**src/rtl/mux_sel_seq.sv**
```systemverilog
// Pattern-driven mux select sequencer: walks a programmable select table once per
// window position across a square output frame of L x L positions.
module mux_sel_seq #(
  parameter  int SEL_W  = 3,
  parameter  int DEPTH  = 16,
  parameter  int SIZE_W = 8,
  localparam int AW     = $clog2(DEPTH)
) (
  input  logic              SYS_CLK,
  input  logic              SYS_RST,
  input  logic              cfg_we_i,
  input  logic [AW-1:0]     cfg_addr_i,
  input  logic [SEL_W-1:0]  cfg_data_i,
  input  logic [AW:0]       pat_len_i,
  input  logic [SIZE_W-1:0] pic_size_i,
  input  logic [3:0]        ksize_i,
  input  logic              padding_i,
  input  logic              start_i,
  input  logic              ctrl_update_i,
  input  logic              ctrl_reset_i,
  output logic [SEL_W-1:0]  ctrl_sel_o,
  output logic              line_end_o,
  output logic              done_o,
  output logic              busy_o,
  output logic              err_o
);

  localparam int CW = SIZE_W + 1;
  localparam int LW = SIZE_W + 2;

  typedef enum logic [1:0] {
    IDLE = 2'd0,
    RUN  = 2'd1,
    DONE = 2'd2
  } state_t;

  state_t            state_q, state_d;
  logic [CW-1:0]     col_q, col_d;
  logic [CW-1:0]     row_q, row_d;
  logic [CW-1:0]     line_q, line_d;
  logic [AW:0]       plen_q, plen_d;
  logic [AW-1:0]     ptr_q, ptr_d;
  logic              line_end_q, line_end_d;
  logic              done_q, done_d;
  logic              err_q, err_d;
  logic [SEL_W-1:0]  tbl_q [DEPTH];

  logic [LW-1:0]     line_len_s;
  logic              start_ok_s;
  logic              col_last_s;
  logic              row_last_s;
  logic              ptr_last_s;

  // Two extra bits keep the subtraction signed without overflow for any pic/ksize mix.
  assign line_len_s = LW'(pic_size_i) - LW'(ksize_i) + LW'(1'b1) + LW'({padding_i, 1'b0});
  assign start_ok_s = !line_len_s[LW-1] && (line_len_s != '0) &&
                      (pat_len_i != '0) && (pat_len_i <= (AW+1)'(DEPTH));
  assign col_last_s = (col_q == line_q - CW'(1'b1));
  assign row_last_s = (row_q == line_q - CW'(1'b1));
  assign ptr_last_s = ({1'b0, ptr_q} == plen_q - (AW+1)'(1'b1));

  // Pattern table: writable only while idle and deliberately kept across reset.
  always_ff @(posedge SYS_CLK) begin
    if (cfg_we_i && (state_q == IDLE)) begin
      tbl_q[cfg_addr_i] <= cfg_data_i;
    end
  end

  // State and counter registers.
  always_ff @(posedge SYS_CLK or posedge SYS_RST) begin
    if (SYS_RST) begin
      state_q    <= IDLE;
      col_q      <= '0;
      row_q      <= '0;
      line_q     <= '0;
      plen_q     <= '0;
      ptr_q      <= '0;
      line_end_q <= 1'b0;
      done_q     <= 1'b0;
      err_q      <= 1'b0;
    end else begin
      state_q    <= state_d;
      col_q      <= col_d;
      row_q      <= row_d;
      line_q     <= line_d;
      plen_q     <= plen_d;
      ptr_q      <= ptr_d;
      line_end_q <= line_end_d;
      done_q     <= done_d;
      err_q      <= err_d;
    end
  end

  // Next-state and counter update logic.
  always_comb begin
    state_d    = state_q;
    col_d      = col_q;
    row_d      = row_q;
    line_d     = line_q;
    plen_d     = plen_q;
    ptr_d      = ptr_q;
    line_end_d = 1'b0;
    done_d     = 1'b0;
    err_d      = 1'b0;
    case (state_q)
      IDLE: begin
        if (start_i) begin
          if (start_ok_s) begin
            line_d  = line_len_s[CW-1:0];
            plen_d  = pat_len_i;
            col_d   = '0;
            row_d   = '0;
            ptr_d   = '0;
            state_d = RUN;
          end else begin
            err_d = 1'b1;
          end
        end else begin
          state_d = IDLE;
        end
      end
      RUN: begin
        // A restart request takes priority and suppresses the advance.
        if (ctrl_reset_i) begin
          ptr_d = '0;
          col_d = '0;
        end else if (ctrl_update_i) begin
          if (col_last_s) begin
            col_d      = '0;
            ptr_d      = '0;
            row_d      = row_q + CW'(1'b1);
            line_end_d = 1'b1;
            if (row_last_s) begin
              done_d  = 1'b1;
              state_d = DONE;
            end else begin
              state_d = RUN;
            end
          end else begin
            col_d = col_q + CW'(1'b1);
            ptr_d = ptr_last_s ? '0 : ptr_q + AW'(1'b1);
          end
        end else begin
          state_d = RUN;
        end
      end
      DONE: begin
        state_d = IDLE;
      end
      default: begin
        state_d = IDLE;
      end
    endcase
  end

  assign ctrl_sel_o = (state_q == RUN) ? tbl_q[ptr_q] : '0;
  assign busy_o     = (state_q == RUN);
  assign line_end_o = line_end_q;
  assign done_o     = done_q;
  assign err_o      = err_q;

endmodule

```
**config.mk**
```make
export PLATFORM = sky130hd
export DESIGN_NAME = mux_sel_seq
export DESIGN_NICKNAME = d
export VERILOG_FILES = /design/src/rtl/mux_sel_seq.sv
export SDC_FILE = /design/constraint.sdc
export NUM_CORES = 1
export LEC_CHECK = 0
export CORE_MARGIN = 10
export CORE_UTILIZATION = 54
export CTS_CLUSTER_SIZE = 12
export DETAILED_ROUTE_END_ITERATION = 7
export PLACE_DENSITY = 0.81
export SYNTH_ARGS = -nofsm -noshare
export SYNTH_HDL_FRONTEND = slang
export SYNTH_SLANG_ARGS = --single-unit
```
**constraint.sdc**
```tcl
create_clock -name SYS_CLK -period 3 [get_ports SYS_CLK]
set_input_delay 0.3 -clock SYS_CLK [delete_from_list [all_inputs] [get_ports SYS_CLK]]
set_output_delay 0.3 -clock SYS_CLK [all_outputs]
set_load 0.02 [all_outputs]
```
# Word-level counts from Yosys, hierarchy flattened
# Memory sizes are Yosys's and may differ from the RTL's.
# Cells that the tools add are included.
# op_classes
add_sub_neg	8
n_lt_le_gt_ge	1
eq_ne	12
n_mux	39
reduce_logical	13
# ops
operator	count
two-way mux 9 bit	8
one-hot mux 9 bit (2 select lines)	2
two-way mux 4 bit	6
adder 9 x 1 -> 9 bit (second input constant)	2
== test 9 bit	2
two-way mux 1 bit	14
two-way mux 2 bit	6
adder 10 x 2 -> 10 bit	1
adder 9 x 2 -> 10 bit (second input constant)	1
nonzero test 10 bit	1
subtractor 8 x 4 -> 9 bit	1
subtractor 9 x 1 -> 9 bit (second input constant)	1
!= test 2 bit (second input constant)	4
one-hot mux 4 bit (2 select lines)	1
!= test 3 bit (second input constant)	2
AND reduction 3 bit	2
AND reduction 6 bit	1
== test 4 x 5 -> 1 bit	1
less-or-equal comparator 5 bit (second input constant)	1
nonzero test 5 bit	1
subtractor 5 x 1 -> 5 bit (second input constant)	1
adder 4 x 1 -> 4 bit (second input constant)	1
logical AND 1 bit	4
one-hot mux 2 bit (2 select lines)	1
8 further kinds	8
# totals
regBits	41
mem_bits_rw	48
inputBits	31
out_inout_bits	7
n_memories	1
# memory_table
name	depth	word_bits	rd	rd_clocked_by_memory_dff	write_ports	line_no	source
tbl_q	16	3	1	0	1	46	logic [SEL_W-1:0] tbl_q [DEPTH];

# Logic depth before layout (Yosys ltp)
# depth
depth_word	10
depth_mapped	13

# Worst setup path after synthesis
# No wires, ideal clock.
# synth_timing
path_kind	input -> register
startpoint	input pic_size_i[0]
endpoint	register line_q[1]
setup_ns	0.125
arrival_time_ns	3.462
required_ns	2.875
path_slack_ns	-0.587
stages	12
path_buffers	1
path_cell_list	inv_1 > ha_1 > inv_1 > fa_1 > and3_4 > or3_4 > a2111oi_4 > mux2_2 > a222oi_1 > nor3_2 > buf_6 > mux2_4
# synth_via
elab_chain_len	8
elab_cells_between_ends	9
classes_between	add/sub (3); reduce/logical (6)
# synth_rtl
item	line_no	source
from (decl)	15	input logic [SIZE_W-1:0] pic_size_i,
subtractor 8 x 4 -> 9 bit *	55	assign line_len_s = LW'(pic_size_i) - LW'(ksize_i) + LW'(1'b1) + LW'({padding_i, 1'b0});
adder 9 x 2 -> 10 bit *	55	
adder 10 x 2 -> 10 bit *	55	
nonzero test 10 bit / zero test 1 bit (equally long branches)	56	assign start_ok_s = !line_len_s[LW-1] && (line_len_s != '0) &&
logical AND 1 bit (2 in series)	56	
logical AND 1 bit	57	(pat_len_i != '0) && (pat_len_i <= (AW+1)'(DEPTH));
AND reduction 3 bit (no line)	-	
to (signal assigned)	85	line_q <= line_d;
to (decl)	40	logic [CW-1:0] line_q, line_d;
# Mark *: on every way between the ends. The rest lies on a longest branch, timed or not.
# A chain may end at the register's enable or synchronous reset.

# Worst setup path in the final report
# layout_timing
startpoint	input pic_size_i[0]
endpoint	register line_q[5]
# Same word-level chain as after synthesis.

==> results.sh <==
export IMPL_fin_cells=695
export IMPL_post_route_drc_count=0
export IMPL_insertion_delay_ps=360
export IMPL_grt_max_degree=42
export IMPL_grt_use_total=0.186
export IMPL_antenna_found_initial=0
export IMPL_grt_pass1_wl_um=21700
export IMPL_cp_max_fo=5
export IMPL_synth_cell_types=65
export IMPL_drive_gt1_frac=0.286
export IMPL_synth_avg_cell_area_um2=11.3
export IMPL_drt_iter0_drc=367
export IMPL_io_pins=38
export IMPL_holdWs_ps=376
export IMPL_fin_nets=602
export IMPL_row_count=36
export IMPL_dp_cells=667
export IMPL_area_delta_synth_final_pct=27.6
export IMPL_p_leak_nw=2.69
export IMPL_fin_crit_sh=1.08
export IMPL_finalHoldViolations=0
export IMPL_combinationalPowerShare=0.207
export IMPL_setup_viol=34
export IMPL_netlist_area_um2=5340
export IMPL_seq_area_um2=2470
export IMPL_startpoint_type="input port"
export IMPL_tritoncts="yes"
export IMPL_critPathKind="input port to flip-flop"
export IMPL_post_dp_cell_area_um2=6210
export IMPL_cts_inserted_buffers=9
export IMPL_num_vias=4241
export IMPL_r2r_setup_slack_ps=160
export IMPL_clkTransAtPathRegs_ps=100
export IMPL_synth_edff_count=48
export IMPL_first_pass_iters=8
export IMPL_multi_input_area_um2=2950
export IMPL_switching_share=0.287
export IMPL_start_util=0.552
export IMPL_powerDensity_nw_per_um2=414
export IMPL_htreeDepth=3
export IMPL_rsz0062_at_grt="true"
export IMPL_critPathCaptureType="flip-flop"
export IMPL_syn_nets=517
export IMPL_maxCapViolCount=0
export IMPL_wl_per_cell_um=19.8
export IMPL_fillers=625
export IMPL_p_seq_frac=0.471
export IMPL_die_x_um=119
export IMPL_yosysWarningCount=0
export IMPL_fin_ws_ps=-233
export IMPL_stdcell_area_um2=6820
export IMPL_grt_pass1_vias=4246
export IMPL_worstPathArrival_ps=3490
export IMPL_viasPerCell=6.10
export IMPL_synthFlopType="edfxtp_1"
export IMPL_p_switching_mw=0.810
export IMPL_core_um2=9680
export IMPL_diodes=0
export IMPL_maxSlewHeadroom=0.527
export IMPL_preCtsSetupSlack_ps=-1260
export IMPL_clockBufferDepth=2
export IMPL_status="complete, but fails checks"
export IMPL_slew_viol_final=0
export IMPL_die_y_um=119
export IMPL_die_area_um2=14300
export IMPL_intPower_mw=2.01
export IMPL_drt_total_wl_um=13800
export IMPL_cts_sinks=89
export IMPL_routabilityCongestion=0.878
export IMPL_violations="setup timing"
export IMPL_required_ps=3260
export IMPL_fmax_mhz=309
export IMPL_ys_async_sr_fraction=0.461
export IMPL_syn_inst=472
export IMPL_seq_area_frac_synth=0.462
export IMPL_cts_root_buf="clkbuf_8"
export IMPL_fin_skew_ps=9.77
export IMPL_ys_seq_elements=89
export IMPL_final_min_clock_period_ps=3230
export IMPL_setup_tns_ps=-3880
export IMPL_dp_hpwl_um=9400
export IMPL_port_buffers=37
export IMPL_clock_power_share=0.323
export IMPL_hold_class="input port to asynchronous set/reset pin"
export IMPL_ant_nets=0
export IMPL_worst_slew_pin_slew_ps=704
export IMPL_vdd_ir_drop_worst_mv=0.431
export IMPL_grt_ovfl_total=0
==> synth_stat cells, drive strengths merged, types with 3 or more instances <==
cell type	instances	area, µm²
a211oi	7	52.6
a21o	4	30.0
a21oi	12	60.1
a31oi	7	43.8
and2	9	56.3
and3	7	48.8
and3b	4	35.0
buf	6	38.8
clkbuf	19	71.3
dfrtp	41	1030
edfxtp	48	1440
ha	12	150
inv	19	71.3
mux2	15	206
mux2i	3	30.0
mux4	15	338
nand2	27	101
nand2b	6	37.5
nand3	15	75.1
nor2	34	128
nor2b	8	50.1
nor3	21	110
nor4	5	31.3
o211ai	11	82.6
o21ai	27	135
o31ai	4	30.0
or3	7	53.8
or4	6	45.0
xnor2	24	210
xnor3	5	113
xor2	8	70.1
==> placed cells by master (no fill, tap or decap), types with 5 or more instances in the layout <==
| cell | n |
|---|---|
| o21ai_2 | 10 |
| nor2b_1 | 7 |
| nand2b_1 | 6 |
| nand3_1 | 15 |
| mux2_4 | 13 |
| a211oi_1 | 7 |
| xnor2_1 | 24 |
| o21ai_0 | 11 |
| o21ai_1 | 6 |
| buf_4 | 50 |
| mux4_2 | 15 |
| edfxtp_1 | 48 |
| nor2_1 | 34 |
| a31oi_1 | 7 |
| ha_1 | 8 |
| and2_1 | 9 |
| xnor3_1 | 5 |
| a21oi_2 | 5 |
| clkdlybuf4s50_1 | 26 |
| buf_6 | 9 |
| nor3_1 | 17 |
| dfrtp_1 | 41 |
| o211ai_1 | 11 |
| or3_1 | 5 |
| a21oi_1 | 7 |
| clkbuf_8 | 9 |
| nand2_1 | 27 |
| and3_1 | 6 |
| xor2_1 | 7 |
| inv_1 | 14 |
==> layer usage <==
layer	vias to the layer above	routed length [µm]	part of all wire	track usage
met5	-	0	0	0
met4	0	282	0.020	0.0483
met3	31	916	0.067	0.0383
met2	192	7070	0.51	0.316
met1	2076	5510	0.40	0.238
li1	1942	-	-	-
==> kinds of logic after synthesis <==
logic type               synth area share
AND/OR/NAND/NOR                     0.163
buffers and inverters              0.0340
flip-flops                          0.462
XOR/XNOR                           0.0780
adder cells (fa/ha/maj)            0.0356
multiplexers                        0.108
AO/OA/AOI/OAI                       0.120
==> registers in the layout, summed over array words and instances, names as in the netlist <==
name        count
col_q           9
done_o          1
err_o           1
line_end_o      1
line_q          9
plen_q          5
ptr_q           4
row_q           9
state_q         2
tbl_q          48
==> what timing repair did <==
item / 4_1_cts / 5_1_grt
resized for setup: 59 / 36
hold buffers: 0 / 0
hold endpoints to repair: 0 / 0
cloned: 1 / 0
pin swaps: 19 / 11
endpoints found under the setup margin: 38 / 41
buffers inserted: 7 / 7
==> worst max-delay path, stage by stage <==
cell and delay (ps):
buf_8 90, inv_12 30, ha_4 140, inv_2 40, fa_2 470, ha_4 290, nor2b_4 160, o21ai_2 80
a2111o_1 340, buf_6 140, o21ai_0 320, nand2_1 200, nor3_4 360, clkbuf_16 220, mux2_4 290
==> through the flow <==
stage	power, mW	utilization
after floorplan	1.65	-
after global placement	1.85	0.641
after detailed placement	1.87	0.641
after CTS	2.78	0.688
after global routing	2.93	0.704
final	2.82	0.704
==> power by group through the flow <==
stage          logic (mW)  clock network [mW]  registers, mW
5_1_grt             0.623               0.973           1.33
2_1_floorplan       0.315                   0           1.34
4_1_cts             0.541               0.914           1.33
6_report            0.583               0.911           1.33
3_3_place_gp        0.497                   0           1.35
3_5_place_dp        0.515                   0           1.35
==> final timing paths <==
| kind | start | endpoint | cells after the start |
|---|---|---|---|
| min in group SYS_CLK | plen_q[3]$_DFFE_PP0P_ | plen_q[3]$_DFFE_PP0P_ | 1 |
| hold reg to reg | plen_q[3]$_DFFE_PP0P_ | plen_q[3]$_DFFE_PP0P_ | 1 |
| max in group asynchronous | SYS_RST | plen_q[1]$_DFFE_PP0P_ | 3 |
| setup / recovery | pic_size_i[0] | line_q[5]$_DFFE_PP0P_ | 15 |
| hold / removal | SYS_RST | done_o$_DFF_PP0_ | 3 |
| setup reg to reg | line_q[1]$_DFFE_PP0P_ | ptr_q[2]$_DFFE_PP0P_ | 10 |
==> layout make-up <==
type,count,area share
Tap cell,133,0.0244
Clock inverter,7,0.0139
Multi-Input combinational cell,339,0.433
Timing Repair Buffer,99,0.137
Clock buffer,9,0.0182
Inverter,19,0.0123
Sequential cell,89,0.362
(Power assumes the default switching activity.)
